==> config.mk <==
export PLATFORM = sky130hd
export DESIGN_NAME = md_tracker_flat
export DESIGN_NICKNAME = d
export VERILOG_FILES = /design/src/rtl/md_tracker_pkg.sv /design/src/rtl/md_tracker_if.sv /design/src/rtl/md_tracker_cq.sv /design/src/rtl/md_tracker.sv /design/src/flat_wrapper.sv
export SDC_FILE = /design/constraint.sdc
export NUM_CORES = 1
export LEC_CHECK = 0
export CAP_MARGIN = 20
export CORE_MARGIN = 4
export CORE_UTILIZATION = 64
export CTS_BUF_LIST = sky130_fd_sc_hd__clkbuf_16
export CTS_CLUSTER_SIZE = 10
export DETAILED_ROUTE_END_ITERATION = 7
export PLACE_DENSITY = 0.88
export SLEW_MARGIN = 20
export SYNTH_ARGS = -nofsm -noshare
export SYNTH_HDL_FRONTEND = slang
export SYNTH_SLANG_ARGS = --single-unit
==> constraint.sdc <==
create_clock -name clock -period 24.5 [get_ports clock]
set_input_delay 4.9 -clock clock [delete_from_list [all_inputs] [get_ports clock]]
set_output_delay 4.9 -clock clock [all_outputs]
set_load 0.01 [all_outputs]
==> src/rtl/md_tracker_pkg.sv <==
// Shared types for the multiply/divide tracker: op-kind encoding and the
// completion-queue entry layout at default widths.
package md_pkg;

  typedef enum logic {
    OP_MUL = 1'b0,
    OP_DIV = 1'b1
  } md_op_e;

  localparam int unsigned MD_REG_W  = 5;
  localparam int unsigned MD_DATA_W = 32;

  typedef struct packed {
    logic [MD_REG_W-1:0]  rd;
    logic [MD_DATA_W-1:0] data;
    logic                 exc;
  } md_cq_entry_t;

  function automatic int unsigned md_max(input int unsigned a, input int unsigned b);
    return (a > b) ? a : b;
  endfunction

endpackage

==> src/rtl/md_tracker_if.sv <==
// Issue, query, datapath-result and writeback signals of md_tracker.
interface md_tracker_if #(
  parameter int unsigned DATA_W = 32,
  parameter int unsigned REG_W  = 5
);
  logic              issue_valid;
  logic              issue_is_div;
  logic [REG_W-1:0]  issue_rd;
  logic              issue_ready;
  logic              flush;
  logic [REG_W-1:0]  q_rs;
  logic [REG_W-1:0]  q_rt;
  logic [REG_W-1:0]  q_rd;
  logic              hazard;
  logic              res_take;
  logic [DATA_W-1:0] res_data;
  logic              res_exc;
  logic              wb_valid;
  logic [REG_W-1:0]  wb_rd;
  logic [DATA_W-1:0] wb_data;
  logic              wb_exc;
  logic              wb_ready;

  modport master (
    output issue_valid, issue_is_div, issue_rd, flush, q_rs, q_rt, q_rd,
           res_data, res_exc, wb_ready,
    input  issue_ready, hazard, res_take, wb_valid, wb_rd, wb_data, wb_exc
  );

  modport slave (
    input  issue_valid, issue_is_div, issue_rd, flush, q_rs, q_rt, q_rd,
           res_data, res_exc, wb_ready,
    output issue_ready, hazard, res_take, wb_valid, wb_rd, wb_data, wb_exc
  );
endinterface

==> src/rtl/md_tracker_cq.sv <==
// md_cq: synchronous FIFO for finished mul/div results, with per-entry valid
// and rd outputs so the owner can run hazard compares over queued ops.
module md_cq
  import md_pkg::*;
#(
  parameter int unsigned DEPTH   = 4,
  parameter int unsigned REG_W   = MD_REG_W,
  parameter type         entry_t = md_cq_entry_t
) (
  input  logic                        clk,
  input  logic                        rst_n,
  input  logic                        push,
  input  entry_t                      push_entry,
  input  logic                        pop,
  output entry_t                      head,
  output logic                        empty,
  output logic [DEPTH-1:0]            ent_vld,
  output logic [DEPTH-1:0][REG_W-1:0] ent_rd
);
  localparam int unsigned AW = $clog2(DEPTH);
  localparam int unsigned CW = $clog2(DEPTH + 1);

  entry_t          mem_q [DEPTH];
  entry_t          mem_d [DEPTH];
  logic [AW-1:0]   wr_ptr_q, wr_ptr_d;
  logic [AW-1:0]   rd_ptr_q, rd_ptr_d;
  logic [CW-1:0]   count_q, count_d;
  logic            full;
  logic            push_ok;
  logic            pop_ok;
  logic [AW-1:0]   offset;

  always_comb begin
    empty    = (count_q == '0);
    full     = (count_q == CW'(DEPTH));
    pop_ok   = pop && !empty;
    push_ok  = push && (!full || pop_ok);
    mem_d    = mem_q;
    wr_ptr_d = wr_ptr_q;
    rd_ptr_d = rd_ptr_q;
    count_d  = count_q;
    offset   = '0;

    if (push_ok) begin
      mem_d[wr_ptr_q] = push_entry;
      wr_ptr_d        = wr_ptr_q + AW'(1);
    end
    if (pop_ok) begin
      rd_ptr_d = rd_ptr_q + AW'(1);
    end
    case ({push_ok, pop_ok})
      2'b10:   count_d = count_q + CW'(1);
      2'b01:   count_d = count_q - CW'(1);
      default: count_d = count_q;
    endcase

    head = mem_q[rd_ptr_q];
    // A slot is live when its distance from the read pointer is below the occupancy.
    for (int unsigned i = 0; i < DEPTH; i++) begin
      offset     = AW'(i) - rd_ptr_q;
      ent_vld[i] = ({1'b0, offset} < count_q);
      ent_rd[i]  = mem_q[i].rd;
    end
  end

  always_ff @(posedge clk) begin
    if (!rst_n) begin
      wr_ptr_q <= '0;
      rd_ptr_q <= '0;
      count_q  <= '0;
      for (int unsigned i = 0; i < DEPTH; i++) begin
        mem_q[i] <= '0;
      end
    end else begin
      wr_ptr_q <= wr_ptr_d;
      rd_ptr_q <= rd_ptr_d;
      count_q  <= count_d;
      mem_q    <= mem_d;
    end
  end

endmodule

==> src/rtl/md_tracker.sv <==
// Mul/div in-flight tracker: latency-aligned shift pipeline of {valid, rd},
// credit-based issue control, decode hazard compare and a completion queue.
module md_tracker
  import md_pkg::*;
#(
  parameter int unsigned DATA_W   = 32,
  parameter int unsigned REG_W    = 5,
  parameter int unsigned MUL_LAT  = 16,
  parameter int unsigned DIV_LAT  = 16,
  parameter int unsigned CQ_DEPTH = 4
) (
  input logic         clock,
  input logic         reset,
  md_tracker_if.slave bus
);
  localparam int unsigned L       = md_max(MUL_LAT, DIV_LAT);
  localparam int unsigned IW      = (L > 1) ? $clog2(L) : 1;
  localparam int unsigned INS_MUL = L - MUL_LAT;
  localparam int unsigned INS_DIV = L - DIV_LAT;
  localparam int unsigned PRE_MUL = (INS_MUL > 0) ? INS_MUL - 1 : 0;
  localparam int unsigned PRE_DIV = (INS_DIV > 0) ? INS_DIV - 1 : 0;
  localparam int unsigned CW      = $clog2(CQ_DEPTH + 1);

  typedef struct packed {
    logic [REG_W-1:0]  rd;
    logic [DATA_W-1:0] data;
    logic              exc;
  } entry_t;

  logic [L-1:0]                   vld_q, vld_d;
  logic [L-1:0][REG_W-1:0]        rd_q, rd_d;
  logic [CW-1:0]                  credit_q, credit_d;
  logic [CW-1:0]                  killed;
  md_op_e                         op_kind;
  logic [IW-1:0]                  ins_idx;
  logic                           collision;
  logic                           issue_ready;
  logic                           issue_acc;
  logic                           res_take;
  logic                           pop;
  logic                           hazard;
  entry_t                         push_entry;
  entry_t                         head;
  logic                           cq_empty;
  logic [CQ_DEPTH-1:0]            cq_vld;
  logic [CQ_DEPTH-1:0][REG_W-1:0] cq_rd;

  function automatic logic rd_hit(input logic [REG_W-1:0] rd,
                                  input logic [REG_W-1:0] qs,
                                  input logic [REG_W-1:0] qt,
                                  input logic [REG_W-1:0] qd);
    return (rd != '0) && ((rd == qs) || (rd == qt) || (rd == qd));
  endfunction

  always_comb begin
    op_kind = md_op_e'(bus.issue_is_div);
    // The stage just upstream of the insertion point would land on it this edge.
    if (op_kind == OP_DIV) begin
      ins_idx   = IW'(INS_DIV);
      collision = (INS_DIV != 0) && vld_q[PRE_DIV];
    end else begin
      ins_idx   = IW'(INS_MUL);
      collision = (INS_MUL != 0) && vld_q[PRE_MUL];
    end

    issue_ready = reset && (credit_q != '0) && !collision && !bus.flush;
    issue_acc   = bus.issue_valid && issue_ready;
    res_take    = vld_q[L-1];
    pop         = !cq_empty && bus.wb_ready;

    killed = '0;
    for (int unsigned i = 0; i + 1 < L; i++) begin
      if (vld_q[i]) killed = killed + CW'(1);
    end

    vld_d = '0;
    rd_d  = rd_q;
    for (int unsigned i = 1; i < L; i++) begin
      vld_d[i] = vld_q[i-1] && !bus.flush;
      rd_d[i]  = rd_q[i-1];
    end
    if (issue_acc) begin
      vld_d[ins_idx] = 1'b1;
      rd_d[ins_idx]  = bus.issue_rd;
    end

    credit_d = credit_q - CW'(issue_acc) + CW'(pop) + (bus.flush ? killed : '0);

    hazard = 1'b0;
    for (int unsigned i = 0; i < L; i++) begin
      if (vld_q[i] && rd_hit(rd_q[i], bus.q_rs, bus.q_rt, bus.q_rd)) hazard = 1'b1;
    end
    for (int unsigned i = 0; i < CQ_DEPTH; i++) begin
      if (cq_vld[i] && rd_hit(cq_rd[i], bus.q_rs, bus.q_rt, bus.q_rd)) hazard = 1'b1;
    end

    push_entry.rd   = rd_q[L-1];
    push_entry.data = bus.res_data;
    push_entry.exc  = bus.res_exc;
  end

  always_ff @(posedge clock) begin
    if (!reset) begin
      vld_q    <= '0;
      rd_q     <= '0;
      credit_q <= CW'(CQ_DEPTH);
    end else begin
      vld_q    <= vld_d;
      rd_q     <= rd_d;
      credit_q <= credit_d;
    end
  end

  md_cq #(
    .DEPTH   (CQ_DEPTH),
    .REG_W   (REG_W),
    .entry_t (entry_t)
  ) u_cq (
    .clk        (clock),
    .rst_n      (reset),
    .push       (res_take),
    .push_entry (push_entry),
    .pop        (pop),
    .head       (head),
    .empty      (cq_empty),
    .ent_vld    (cq_vld),
    .ent_rd     (cq_rd)
  );

  assign bus.issue_ready = issue_ready;
  assign bus.hazard      = hazard;
  assign bus.res_take    = res_take;
  assign bus.wb_valid    = !cq_empty;
  assign bus.wb_rd       = head.rd;
  assign bus.wb_data     = head.data;
  assign bus.wb_exc      = head.exc;

endmodule
==> src/flat_wrapper.sv <==
// flat-port wrapper written by rule: the top's interface ports become plain ports
module md_tracker_flat import md_pkg::*;
#(
  parameter int unsigned DATA_W   = 32,
  parameter int unsigned REG_W    = 5,
  parameter int unsigned MUL_LAT  = 16,
  parameter int unsigned DIV_LAT  = 16,
  parameter int unsigned CQ_DEPTH = 4
)
  (clock, reset, bus_issue_valid, bus_issue_is_div, bus_issue_rd, bus_flush, bus_q_rs, bus_q_rt, bus_q_rd, bus_res_data, bus_res_exc, bus_wb_ready, bus_issue_ready, bus_hazard, bus_res_take, bus_wb_valid, bus_wb_rd, bus_wb_data, bus_wb_exc);
  md_tracker_if #(.DATA_W(DATA_W), .REG_W(REG_W)) bus_i ();
  input logic clock;
  input logic reset;
  input wire logic [$bits(bus_i.issue_valid)-1:0] bus_issue_valid;
  input wire logic [$bits(bus_i.issue_is_div)-1:0] bus_issue_is_div;
  input wire logic [$bits(bus_i.issue_rd)-1:0] bus_issue_rd;
  input wire logic [$bits(bus_i.flush)-1:0] bus_flush;
  input wire logic [$bits(bus_i.q_rs)-1:0] bus_q_rs;
  input wire logic [$bits(bus_i.q_rt)-1:0] bus_q_rt;
  input wire logic [$bits(bus_i.q_rd)-1:0] bus_q_rd;
  input wire logic [$bits(bus_i.res_data)-1:0] bus_res_data;
  input wire logic [$bits(bus_i.res_exc)-1:0] bus_res_exc;
  input wire logic [$bits(bus_i.wb_ready)-1:0] bus_wb_ready;
  output wire logic [$bits(bus_i.issue_ready)-1:0] bus_issue_ready;
  output wire logic [$bits(bus_i.hazard)-1:0] bus_hazard;
  output wire logic [$bits(bus_i.res_take)-1:0] bus_res_take;
  output wire logic [$bits(bus_i.wb_valid)-1:0] bus_wb_valid;
  output wire logic [$bits(bus_i.wb_rd)-1:0] bus_wb_rd;
  output wire logic [$bits(bus_i.wb_data)-1:0] bus_wb_data;
  output wire logic [$bits(bus_i.wb_exc)-1:0] bus_wb_exc;
  assign bus_i.issue_valid = bus_issue_valid;
  assign bus_i.issue_is_div = bus_issue_is_div;
  assign bus_i.issue_rd = bus_issue_rd;
  assign bus_i.flush = bus_flush;
  assign bus_i.q_rs = bus_q_rs;
  assign bus_i.q_rt = bus_q_rt;
  assign bus_i.q_rd = bus_q_rd;
  assign bus_i.res_data = bus_res_data;
  assign bus_i.res_exc = bus_res_exc;
  assign bus_i.wb_ready = bus_wb_ready;
  assign bus_issue_ready = bus_i.issue_ready;
  assign bus_hazard = bus_i.hazard;
  assign bus_res_take = bus_i.res_take;
  assign bus_wb_valid = bus_i.wb_valid;
  assign bus_wb_rd = bus_i.wb_rd;
  assign bus_wb_data = bus_i.wb_data;
  assign bus_wb_exc = bus_i.wb_exc;
  md_tracker #(.DATA_W(DATA_W), .REG_W(REG_W), .MUL_LAT(MUL_LAT), .DIV_LAT(DIV_LAT), .CQ_DEPTH(CQ_DEPTH)) u_core (.clock(clock), .reset(reset), .bus(bus_i));
endmodule
Word level (Yosys, flattened, before mapping) --
Index checks and enable logic that the tools add are counted.
Word-level totals: bits in registers 258, input bits 59, output and inout bits 42, logic and storage cells 303
Operators by class: add/subtract/negate cells 25, $lt $le $gt $ge 7, equality and inequality tests 63, multiplexer cells 44, bitwise logic cells 2, reduce and logical (&&, ||, !) cells 129
Operators by type and width (number):
- $eq 5x5->1 | 60
- $bwmux 152 | 1
- $mux 38 | 3
- $reduce_bool 5->1 | 20
- $bmux 38 s2 | 1
- $demux 38 s2 | 1
- $logic_and 1x1->1 | 62
- $add 3x1->3 const B | 15
- $mux 3 | 15
- $logic_or 1x1->1 | 41
- $mux 1 | 22
- $lt 2x3->1 | 4
- $ge 3x3->1 const B | 2
- $not 2->3 | 2
- $pmux 3 s2 | 1
- $add 2x1->2 const B | 2
- $sub 1x2->2 const A | 2
- $sub 2x2->2 const A | 2
- $add 3x1->3 | 1
- $add 3x3->3 | 1
- $eq 3x3->1 const B | 1
- $logic_not 1->1 | 3
- $logic_not 3->1 | 1
- $lt 3x1->1 const B | 1
- 6 further kinds | 6

Longest topological paths before layout --
Gate-level depths: netlist of run 1.
depth in word-level cells 31, gate-level depth with buffers 50, depth with buffers taken out 50

Cells and area by module --
A second synthesis of run 1 with hierarchy kept.
Unflattened totals: cells, all modules 1603, area, all modules 15046.9 um^2
Modules (own cells, without submodules):
- md_tracker | times used 1, cells each 932, area each 7895.1 um^2, sequential area each 1981.9 um^2
- md_cq | times used 1, cells each 671, area each 7151.9 um^2, sequential area each 3183.1 um^2

Worst setup path before layout of run 1 --
Ideal clock, no wire load.
path kind input-to-output, start point in bus_q_rd[0], end point out bus_hazard, arrival time 6568 ps, required time 19600 ps, path slack 13032 ps, stages 8, buffers on the path 2, path through buf_1 -> buf_1 -> xor2_1 -> nor3_1 -> nand3_1 -> a31oi_1 -> nor4_1 -> nand3_1
On the way: word-level cells in the longest chain between the ends 24, elaborated cells between the ends (all ways) 100, classes of those cells eq/ne: 20; mux: 20; reduce/logical: 60
Ends and longest elaborated chain:
- start, declared | RTL line flat_wrapper.sv:20 | input wire logic [$bits(bus_i.q_rd)-1:0] bus_q_rd;
- $eq 5x5->1 | RTL line md_tracker.sv:52 | return (rd != '0) && ((rd == qs) || (rd == qt) || (rd == qd));
- $logic_or 1x1->1 | RTL line md_tracker.sv:52
- $logic_and 1x1->1 | RTL line md_tracker.sv:52
- $logic_and 1x1->1 | RTL line md_tracker.sv:91 | if (vld_q[i] && rd_hit(rd_q[i], bus.q_rs, bus.q_rt, bus.q_rd)) hazard = 1'b1;
- $mux 1 (16 in a row) | RTL line md_tracker.sv:91
- $mux 1 (3 in a row) | RTL line md_tracker.sv:94 | if (cq_vld[i] && rd_hit(cq_rd[i], bus.q_rs, bus.q_rt, bus.q_rd)) hazard = 1'b1;
- $mux 1 (*) | RTL line md_tracker.sv:94
- end, declared | RTL line flat_wrapper.sv:25 | output wire logic [$bits(bus_i.hazard)-1:0] bus_hazard;
Mark *: on every way between the ends. The rest lies on a longest branch, timed or not.

Worst setup path in the final report of run 1 --
start point in bus_q_rt[4], end point out bus_hazard
On the way: word-level cells in the longest chain between the ends 25, elaborated cells between the ends (all ways) 120, classes of those cells eq/ne: 20; mux: 20; reduce/logical: 80
Ends and longest elaborated chain:
- start, declared | RTL line flat_wrapper.sv:19 | input wire logic [$bits(bus_i.q_rt)-1:0] bus_q_rt;
- $eq 5x5->1 | RTL line md_tracker.sv:52
- $logic_or 1x1->1 (2 in a row) | RTL line md_tracker.sv:52
- $logic_and 1x1->1 | RTL line md_tracker.sv:52
- $logic_and 1x1->1 | RTL line md_tracker.sv:91
- $mux 1 (16 in a row) | RTL line md_tracker.sv:91
- $mux 1 (3 in a row) | RTL line md_tracker.sv:94
- $mux 1 (*) | RTL line md_tracker.sv:94
Marks and branches as above.

==> impl_results.md, run 1 <==
* Design area at 0.01634 mm2
* Complex-gate fraction of the synthesized area at 10.65%
* Post-layout util at 73.94%
* CTS root buffer: clkbuf_16
* WP data arrival at 7.47 ns
* Post-cts resize count at 0
* Number of flops mapped to enable cells by yosys at 0
* Placed Area at 0.01552 mm2
* RSZ-0062 raised after global routing: no
* Dominant cell type by area after synthesis: dfxtp_1
* Buffers on Ports at 99
* Top_reg_cell synth: dfxtp_1
* YS warnings at 0
* Postcts setup bufs at 0
* Final Skew at 0.01708 ns
* Antenna Nets Post-Route at 0
* Top-count cell post-synth: nand2_1
* DRC Markers at 0
* Vias in the first global route at 11,812
* GRT overflow at 0
* Initial Util at 65.92%
* Hold buffers post-CTS at 0
* All-Layer GR Usage at 28.46%
* Peak supply drop at 0.00005671 V
* Fill count at 1,515
* Hold/Removal Path Class: reg -> reg
* Core Box Area at 0.02209 mm2
* Final nets at 1,757
* Fin crit share at 50.50%
* H-tree depth at 1
* Core Rows at 54
* Vias per inst at 5.965
* Largest net degree at the start of global routing at 128
* Post-Synth Simple-Gate Area at 20.02%
* Post-synthesis net count at 1,746
* Die W at 158.9 um
* Critical path fanouts, max at 20
* Worst-path clk slew at 0.05 ns
* XOR/XNOR share of the synthesized area at 20.69%
* Syn-to-layout area delta at 12.17%
* Area contributors post-synth: dfxtp_1, xor2_1, nand2_1
* Die height at 158.9 um
* Count of final max-slew check failures at 0
* Mapped Cells at 1,660
* Ports at 101
* Rel. slew slack at 32.84%
* R2R Setup Slk at 15.81 ns
* Crit end category: primary output
* Yosys top cell area share at 35.46%
* Max cap viols at 0
* WL final at 37,120 um
* Adder-Cell Fraction of Synth Area at 2.474%
* Worst-Margin Slew at 1.007 ns
* Initial antenna violation count at 0
* Fin Setup TNS at 0 ns
* Placer congestion estimate at 0.8341
* Power per standard cell area at 58.22 mW/mm2
* Critical Path RT at 19.60 ns
* Sequential area share after synthesis at 35.46%
* Largest family of logic cells by synthesized area: XOR/XNOR gates
* CTS Sinks at 258
* CTS Buf Count at 30
* Register bit total from synthesis at 258
* Diode count at 0
* Tmin final at 12.37 ns
* CP startpoint kind: primary input
* Final setup fails at 0
* CTS tree: done
* Max clock buf depth at 3
* Cell variety after synth at 53
* DRT Pass-1 Iters at 5
* First-pass GRT wire length at 59,840 um
* Syn avg cell area at 8.773 um2
* Via count at 11,679
* CP Class: in -> out
* Post-DP HPWL at 22,830 um
* Initial DRC Count at 994
* Static Leak at 6.030 nW
* Per-cell routed wire length at 18.96 um
* Asr flop ratio synth at 0%
* FMAX at 0.08083 GHz
* Status: finished, final reports clean
* Area of the mapped netlist at 0.01456 mm2
* Skew-Pair Late Insertion Delay at 0.57 ns
* Post-synthesis mux area share at 6.435%
* Die footprint at 0.02523 mm2
* Final Hold Viols at 0
* Share of layout cells above drive strength 1 at 6.615%
* Top cells by count, synth: nand2_1, dfxtp_1, xor2_1, a21boi_0, xnor2_1
* Worst hold slack at 0.4603 ns
==> final timing paths <==
path                                 to                   from  cells past startpoint
setup reg to reg     u_core.credit_q[2]        u_core.vld_q[0]                     49
hold reg to reg   u_core.u_cq.mem_q[42]  u_core.u_cq.mem_q[42]                      2
hold / removal    u_core.u_cq.mem_q[42]  u_core.u_cq.mem_q[42]                      2
setup / recovery             bus_hazard            bus_q_rt[4]                     10
==> worst max-delay path, stage by stage <==
cell and delay, ns:
clkdlybuf4s50_1 0.46, buf_4 0.40, xor2_1 0.27, nor3_1 0.09
nand3_1 0.07, a31oi_1 0.11, nor4_1 0.36, and3_1 0.21
nand3_1 0.08, clkdlybuf4s50_1 0.52
==> power breakdown <==
| part | leakage [nW] | switching, mW | total [mW] | internal [mW] |
|---|---|---|---|---|
| Clock | 0.409 | 0.165 | 0.381 | 0.216 |
| Sequential | 2.08 | 0.00632 | 0.432 | 0.425 |
| Combinational | 3.54 | 0.0752 | 0.138 | 0.0632 |
==> final cells by class <==
cell class	instances	area, um2	area share [%]
inverter	19	71.32	0.4366
clock buffer	30	750.7	4.596
clock inverter	9	60.06	0.3676
sequential	258	5167	31.63
tap	280	350.3	2.145
timing repair buffer	121	1149	7.031
multi-input combinational	1241	8787	53.79
==> flip-flops by register name, indices dropped and copies added, names as in the netlist <==
name / flops
u_core.push_entry: 5
u_core.u_cq.rd_ptr_q: 2
u_core.vld_q: 16
u_core.u_cq.wr_ptr_q: 2
u_core.u_cq.ent_rd: 20
u_core.u_cq.count_q: 3
u_core.u_cq.mem_q: 132
u_core.rd_q: 75
u_core.credit_q: 3
==> layer usage <==
| layer | track usage [%] | wire (um) | vias to the layer above |
|---|---|---|---|
| li1 | - | - | 5488 |
| met1 | 33.21 | 14480 | 5604 |
| met2 | 50.43 | 18300 | 474 |
| met3 | 5.391 | 2821 | 113 |
| met4 | 13.81 | 1516 | 0 |
| met5 | 0 | 0 | - |
==> cells in the final DEF, fill, tap and decap left out, types with 3 or more instances in the layout <==
master | netlist | layout
o22ai_1 | 4 | 4
clkbuf_16 | 0 | 30
o21ai_0 | 20 | 20
and2_1 | 102 | 102
clkdlybuf4s50_1 | 0 | 97
dfxtp_1 | 258 | 256
nand2b_1 | 3 | 3
nand2_2 | 0 | 4
or4_1 | 20 | 20
nor2b_1 | 11 | 11
nand3_1 | 64 | 64
nand2_1 | 337 | 333
xor2_1 | 187 | 187
a21oi_1 | 8 | 8
inv_1 | 19 | 23
mux2i_1 | 7 | 7
buf_4 | 0 | 23
ha_1 | 24 | 24
clkinv_1 | 0 | 4
xor3_2 | 3 | 3
a21boi_0 | 152 | 152
fa_1 | 3 | 3
o21a_1 | 3 | 3
nor3_1 | 61 | 61
a31oi_1 | 20 | 20
mux4_2 | 38 | 38
nor4_1 | 5 | 5
nand4b_1 | 3 | 3
xnor2_1 | 136 | 136
==> logic make-up (layout without fill, tap and decap cells) <==
logic type / after synthesis / after routing
buffers and inverters: 161 / 179
AOI/OAI and AO/OA: 218 / 218
adders and majority gates: 27 / 27
DFF: 258 / 258
and+or+nand+nor: 619 / 619
muxes: 46 / 46
xor gates and xnor gates: 331 / 331
==> per-stage QoR <==
step,setup WS (ns),total power [mW],std cells
floorplan,13.03,0.5375,1660
global placement,12.21,0.5729,1919
detailed placement,12.21,0.5766,1919
CTS,12.19,0.9550,1958
global route,12.00,0.9877,1958
finish,12.13,0.9510,1958
Power figures use the tool's default switching activity.
==> inputs of run 2 (changes only) <==
CORE_UTILIZATION = 54   (was 64)
PLACE_DENSITY = 0.79   (was 0.88)
clock period = 11.1 ns   (was 24.5 ns; I/O delays follow)
==> impl_results.md, run 2 (same netlist as run 1, synthesis figures left out) <==
* Leading cell type in the layout, fill and taps excluded: nand2_1
* CTS Sinks at 258
* Post-cts resize count at 0
* Hold/Removal Path Class: reg -> reg
* Initial DRC Count at 737
* Peak supply drop at 0.0001181 V
* Critical path fanouts, max at 4
* All-Layer GR Usage at 25.00%
* Post-DP HPWL at 22,900 um
* Static Leak at 6.047 nW
* Worst Setup EP: u_core.credit_q[2]
* Worst-path clk slew at 0.05 ns
* Postcts setup bufs at 0
* Crit path launch: u_core.vld_q[0]
* Power per standard cell area at 129.2 mW/mm2
* R2r startpoint: u_core.vld_q[0]
* Setup WS pre-CTS at 2.493 ns
* Initial Util at 55.42%
* DRT Pass-1 Iters at 4
* Tmin final at 8.582 ns
* Count of final max-slew check failures at 0
* Ports at 101
* Via count at 11,376
* DRC Markers at 0
* Largest net degree at the start of global routing at 101
* Critical-path top delay cell: fa_1
* Rel. slew slack at 41.82%
* CP Class: reg -> reg
* Max reg flops at 132
* CP startpoint kind: register
* WP data arrival at 8.99 ns
* Crit path setup slack, layout at 2.518 ns
* Fin crit share at 77.31%
* Worst Reg-to-Reg Cells at 49
* Final Hold Viols at 0
* Post-layout util at 62.53%
* Core Box Area at 0.02628 mm2
* Syn-to-layout area delta at 12.83%
* Final setup fails at 0
* Initial antenna violation count at 0
* Sw power at 0.5436 mW
* FMAX at 0.1165 GHz
* CP dominant cell by count: ha_1
* Vias per inst at 5.648
* RSZ-0062 raised after global routing: no
* CTS Buf Count at 30
* Hold buffers post-CTS at 0
* Worst-Margin Slew at 0.8710 ns
* GRT overflow at 0
* Crit end category: register
* Antenna Nets Post-Route at 0
* Switch share at 25.61%
* Vias in the first global route at 11,713
* Clk pwr share at 40.8%
* Share of layout cells above drive strength 1 at 6.730%
* Crit-path max cell delay at 0.44 ns
* Die height at 172.2 um
* FF-to-FF End: u_core.credit_q[2]
* Status: finished, final reports clean
* Final Skew at 0.01297 ns
* CTS tree: done
* Worst hold slack at 0.4590 ns
* Per-cell routed wire length at 18.28 um
* First-pass GRT wire length at 60,220 um
* Most flops, register: u_core.u_cq.mem_q
* Die footprint at 0.02966 mm2
* Combinational share of power at 14.4%
* Pint at 1.579 mW
* Critical Path RT at 11.51 ns
* H-tree depth at 1
* Fin Setup TNS at 0 ns
* Die W at 172.2 um
* Skew-Pair Late Insertion Delay at 0.56 ns
* CTS root buffer: clkbuf_16
* Diode count at 0
* Seq pwr share at 44.8%
* Max cap viols at 0
* Buffers on Ports at 99
* R2R Setup Slk at 2.52 ns
* Core Rows at 59
* Most frequent cells in the layout: nand2_1, dfxtp_1, xor2_1
* WL final at 36,820 um
* Placer congestion estimate at 0.8518
* Max clock buf depth at 3
* Final nets at 1,760
==> run 2: cell count changes in the layout (fill, tap and decap cells not counted), sizes merged <==
cell and change:
clkdlybuf4s50 -1, bufinv +1, clkinv -2, buf +4, inv -1
==> run 2: how the worst min path moves through the flow <==
stage / from / endpoint / cells after the start
final: u_core.u_cq.mem_q[25] / u_core.u_cq.mem_q[25] / 2
after global routing: u_core.u_cq.mem_q[6] / u_core.u_cq.mem_q[6] / 2
after CTS: u_core.u_cq.mem_q[25] / u_core.u_cq.mem_q[25] / 2
after detailed placement: u_core.u_cq.mem_q[25] / u_core.u_cq.mem_q[25] / 2
after global placement: u_core.u_cq.mem_q[9] / u_core.u_cq.mem_q[9] / 2
after floorplan: u_core.u_cq.mem_q[38] / u_core.u_cq.mem_q[38] / 2
==> run 2: area by class of cell <==
class                           count  area, um2
Inverter                           19      71.32
Tap cell                          335      419.2
Fill cell                        2171       9848
Clock buffer                       30      750.7
Timing Repair Buffer              124       1166
Sequential cell                   258       5167
Multi-Input combinational cell   1241       8777
Clock inverter                      7      80.08
==> run 2: per-layer routing <==
layer	vias up	global-route usage, %	share of wire (%)
met2	356	44.21	49
met5	-	0	0
met1	5464	31.14	42
met4	0	7.724	2.9
li1	5485	-	-
met3	71	4.412	6.7
==> run 2: power groups by stage <==
stage / sequential, mW / clock (mW) / combinational, mW
after global routing: 0.952 / 0.923 / 0.336
after floorplan: 0.965 / 0 / 0.221
after global placement: 0.971 / 0 / 0.299
after CTS: 0.951 / 0.877 / 0.309
after detailed placement: 0.971 / 0 / 0.305
final: 0.951 / 0.866 / 0.306
==> run 2: per-stage QoR <==
step | power, mW | cell area (um2) | cells
floorplan | 1.186 | 14560 | 1660
global placement | 1.269 | 15600 | 1977
detailed placement | 1.277 | 15600 | 1977
CTS | 2.137 | 16430 | 2014
global route | 2.211 | 16430 | 2014
finish | 2.123 | 16430 | 2014
==> run 2: worst max-delay path, delay by kind of cell (launching register included) <==
kind,cells,cell delay [ns]
fa+ha+maj,15,4.32
simple gates,15,1.75
compound gates,10,1.08
flops,1,0.35
xor+xnor,2,0.35
mux,2,0.34
buf+inv,5,0.23
==> inputs of run 3 (changes only) <==
CORE_UTILIZATION = 60   (was 54)
PLACE_DENSITY = 0.83   (was 0.79)
clock period = 8.8 ns   (was 11.1 ns; I/O delays follow)
==> impl_results.md, run 3 (same netlist as run 1, synthesis figures left out) <==
* Post-layout util at 69.56%
* Hold/Removal Path Class: reg -> reg
* Leading cell type in the layout, fill and taps excluded: nand2_1
* Combinational share of power at 14.8%
* Die footprint at 0.02683 mm2
* H-tree depth at 1
* Static Leak at 6.059 nW
* Hold buffers post-CTS at 0
* Critical Path RT at 9.19 ns
* Power per standard cell area at 161.1 mW/mm2
* Rel. slew slack at 25.12%
* Initial Util at 61.50%
* Buffers on Ports at 99
* # placed instances at 1,960
* Count of final max-slew check failures at 0
* CTS Buf Count at 30
* FMAX at 0.1194 GHz
* Tmin final at 8.372 ns
* Max reg flops at 132
* Via count at 11,565
* Post-route insts no fill at 2,003
* Crit path setup slack, layout at 0.4278 ns
* Most flops, register: u_core.u_cq.mem_q
* Critical-path top delay cell: fa_2
* Crit end category: register
* Crit-path max cell delay at 0.35 ns
* Post-DP HPWL at 23,160 um
* Per-cell routed wire length at 18.61 um
* Initial DRC Count at 788
* Clk pwr share at 40.0%
* Seq pwr share at 45.2%
* Die height at 163.8 um
* Syn-to-layout area delta at 13.11%
* Sw power at 0.6867 mW
* WL final at 37,280 um
* Vias per inst at 5.774
* Initial antenna violation count at 0
* Core Box Area at 0.02368 mm2
* Final Skew at 0.02930 ns
* Skew-Pair Late Insertion Delay at 0.57 ns
* WP data arrival at 8.77 ns
* Max clock buf depth at 3
* Antenna Nets Post-Route at 0
* Largest net degree at the start of global routing at 125
* Share of layout cells above drive strength 1 at 7.482%
* Fill count at 1,815
* Multi-input logic area at 0.008847 mm2
* Final Hold Viols at 0
* CTS root buffer: clkbuf_16
* Fin Setup TNS at 0 ns
* Status: finished, final reports clean
* Placer congestion estimate at 0.8338
* Seq. cell area at 0.005170 mm2
* CTS tree: done
* Setup WS pre-CTS at 0.1806 ns
* CP Class: reg -> reg
* All-Layer GR Usage at 27.26%
* Worst-Margin Slew at 1.120 ns
* Diode count at 0
* Critical path fanouts, max at 4
* Core Rows at 56
* Pint at 1.968 mW
* Final setup fails at 0
* CP dominant cell by count: ha_1
* Most frequent cells in the layout: nand2_1, dfxtp_1, xor2_1
* Peak supply drop at 0.0001276 V
* CTS Sinks at 258
* Final nets at 1,762
* GRT overflow at 0
* DRT Pass-1 Iters at 5
* DRC Markers at 0
* Switch share at 25.87%
* Worst-path clk slew at 0.05 ns
* Die W at 163.8 um
* Max cap viols at 0
* Vias in the first global route at 11,675
* Fin crit share at 95.14%
* Ports at 101
* First-pass GRT wire length at 59,600 um
* CP startpoint kind: register
## run 3: cell types whose count changed in the layout (fill, tap and decap cells not counted), sizes merged
| cell | before | now |
|---|---|---|
| bufinv | 1 | 0 |
| inv | 22 | 25 |
| buf | 28 | 32 |
| clkinv | 3 | 4 |
| clkdlybuf4s50 | 96 | 94 |
## run 3: timing repair
item                       4_1_cts  5_1_grt
setup buffers                    0        3
setup endpoints to repair        0        2
gates resized for setup          0       14
## run 3: critical path: cells and delay by family (launching register included)
family                   cells  cell delay (ns)
adder cells (fa/ha/maj)     15             4.16
AND/OR/NAND/NOR             15             1.64
AO/OA/AOI/OAI               10             1.09
multiplexers                 2             0.35
buffers and inverters        5             0.34
flip-flops                   1             0.33
XOR/XNOR                     2             0.31
## run 3: stage by stage
step                area (um2)  power (mW)  hold slack (ns)
CTS                      16380       2.664           0.4658
global route             16470       2.759           0.4811
detailed placement       15560       1.607           0.4583
finish                   16470       2.655           0.4643
floorplan                14560       1.496           0.4402
global placement         15560       1.597           0.4493
## run 3: path summary, 6_finish.rpt
path                          start                      to  slack (ns)  cells past startpoint
min reg2reg  u_core.u_cq.mem_q[116]  u_core.u_cq.mem_q[116]        0.46                      2
min          u_core.u_cq.mem_q[116]  u_core.u_cq.mem_q[116]        0.46                      2
max reg2reg         u_core.vld_q[0]      u_core.credit_q[2]        0.43                     49
max                 u_core.vld_q[0]      u_core.credit_q[2]        0.43                     49
## run 3: power groups by stage
stage	clock network, mW	logic (mW)	registers, mW
after floorplan	0	0.279	1.22
after global placement	0	0.373	1.22
after detailed placement	0	0.382	1.22
after CTS	1.08	0.385	1.20
after global routing	1.13	0.429	1.20
final	1.06	0.394	1.20
## run 3: routing by layer
metal	vias up	global-route usage, %	share of wire, %
li1	5497	-	-
met2	463	47.97	49
met1	5514	33.40	40
met5	-	0	0
met4	0	9.417	3.6
met3	91	5.320	7.8
## run 3: final cells by class
type                       count  share of cell area, %
sequential                   258                  31.38
inverter                      19                 0.4329
clock inverter                10                 0.3874
clock buffer                  30                  4.557
tap                          319                  2.423
timing repair buffer         126                  7.109
multi-input combinational   1241                  53.71
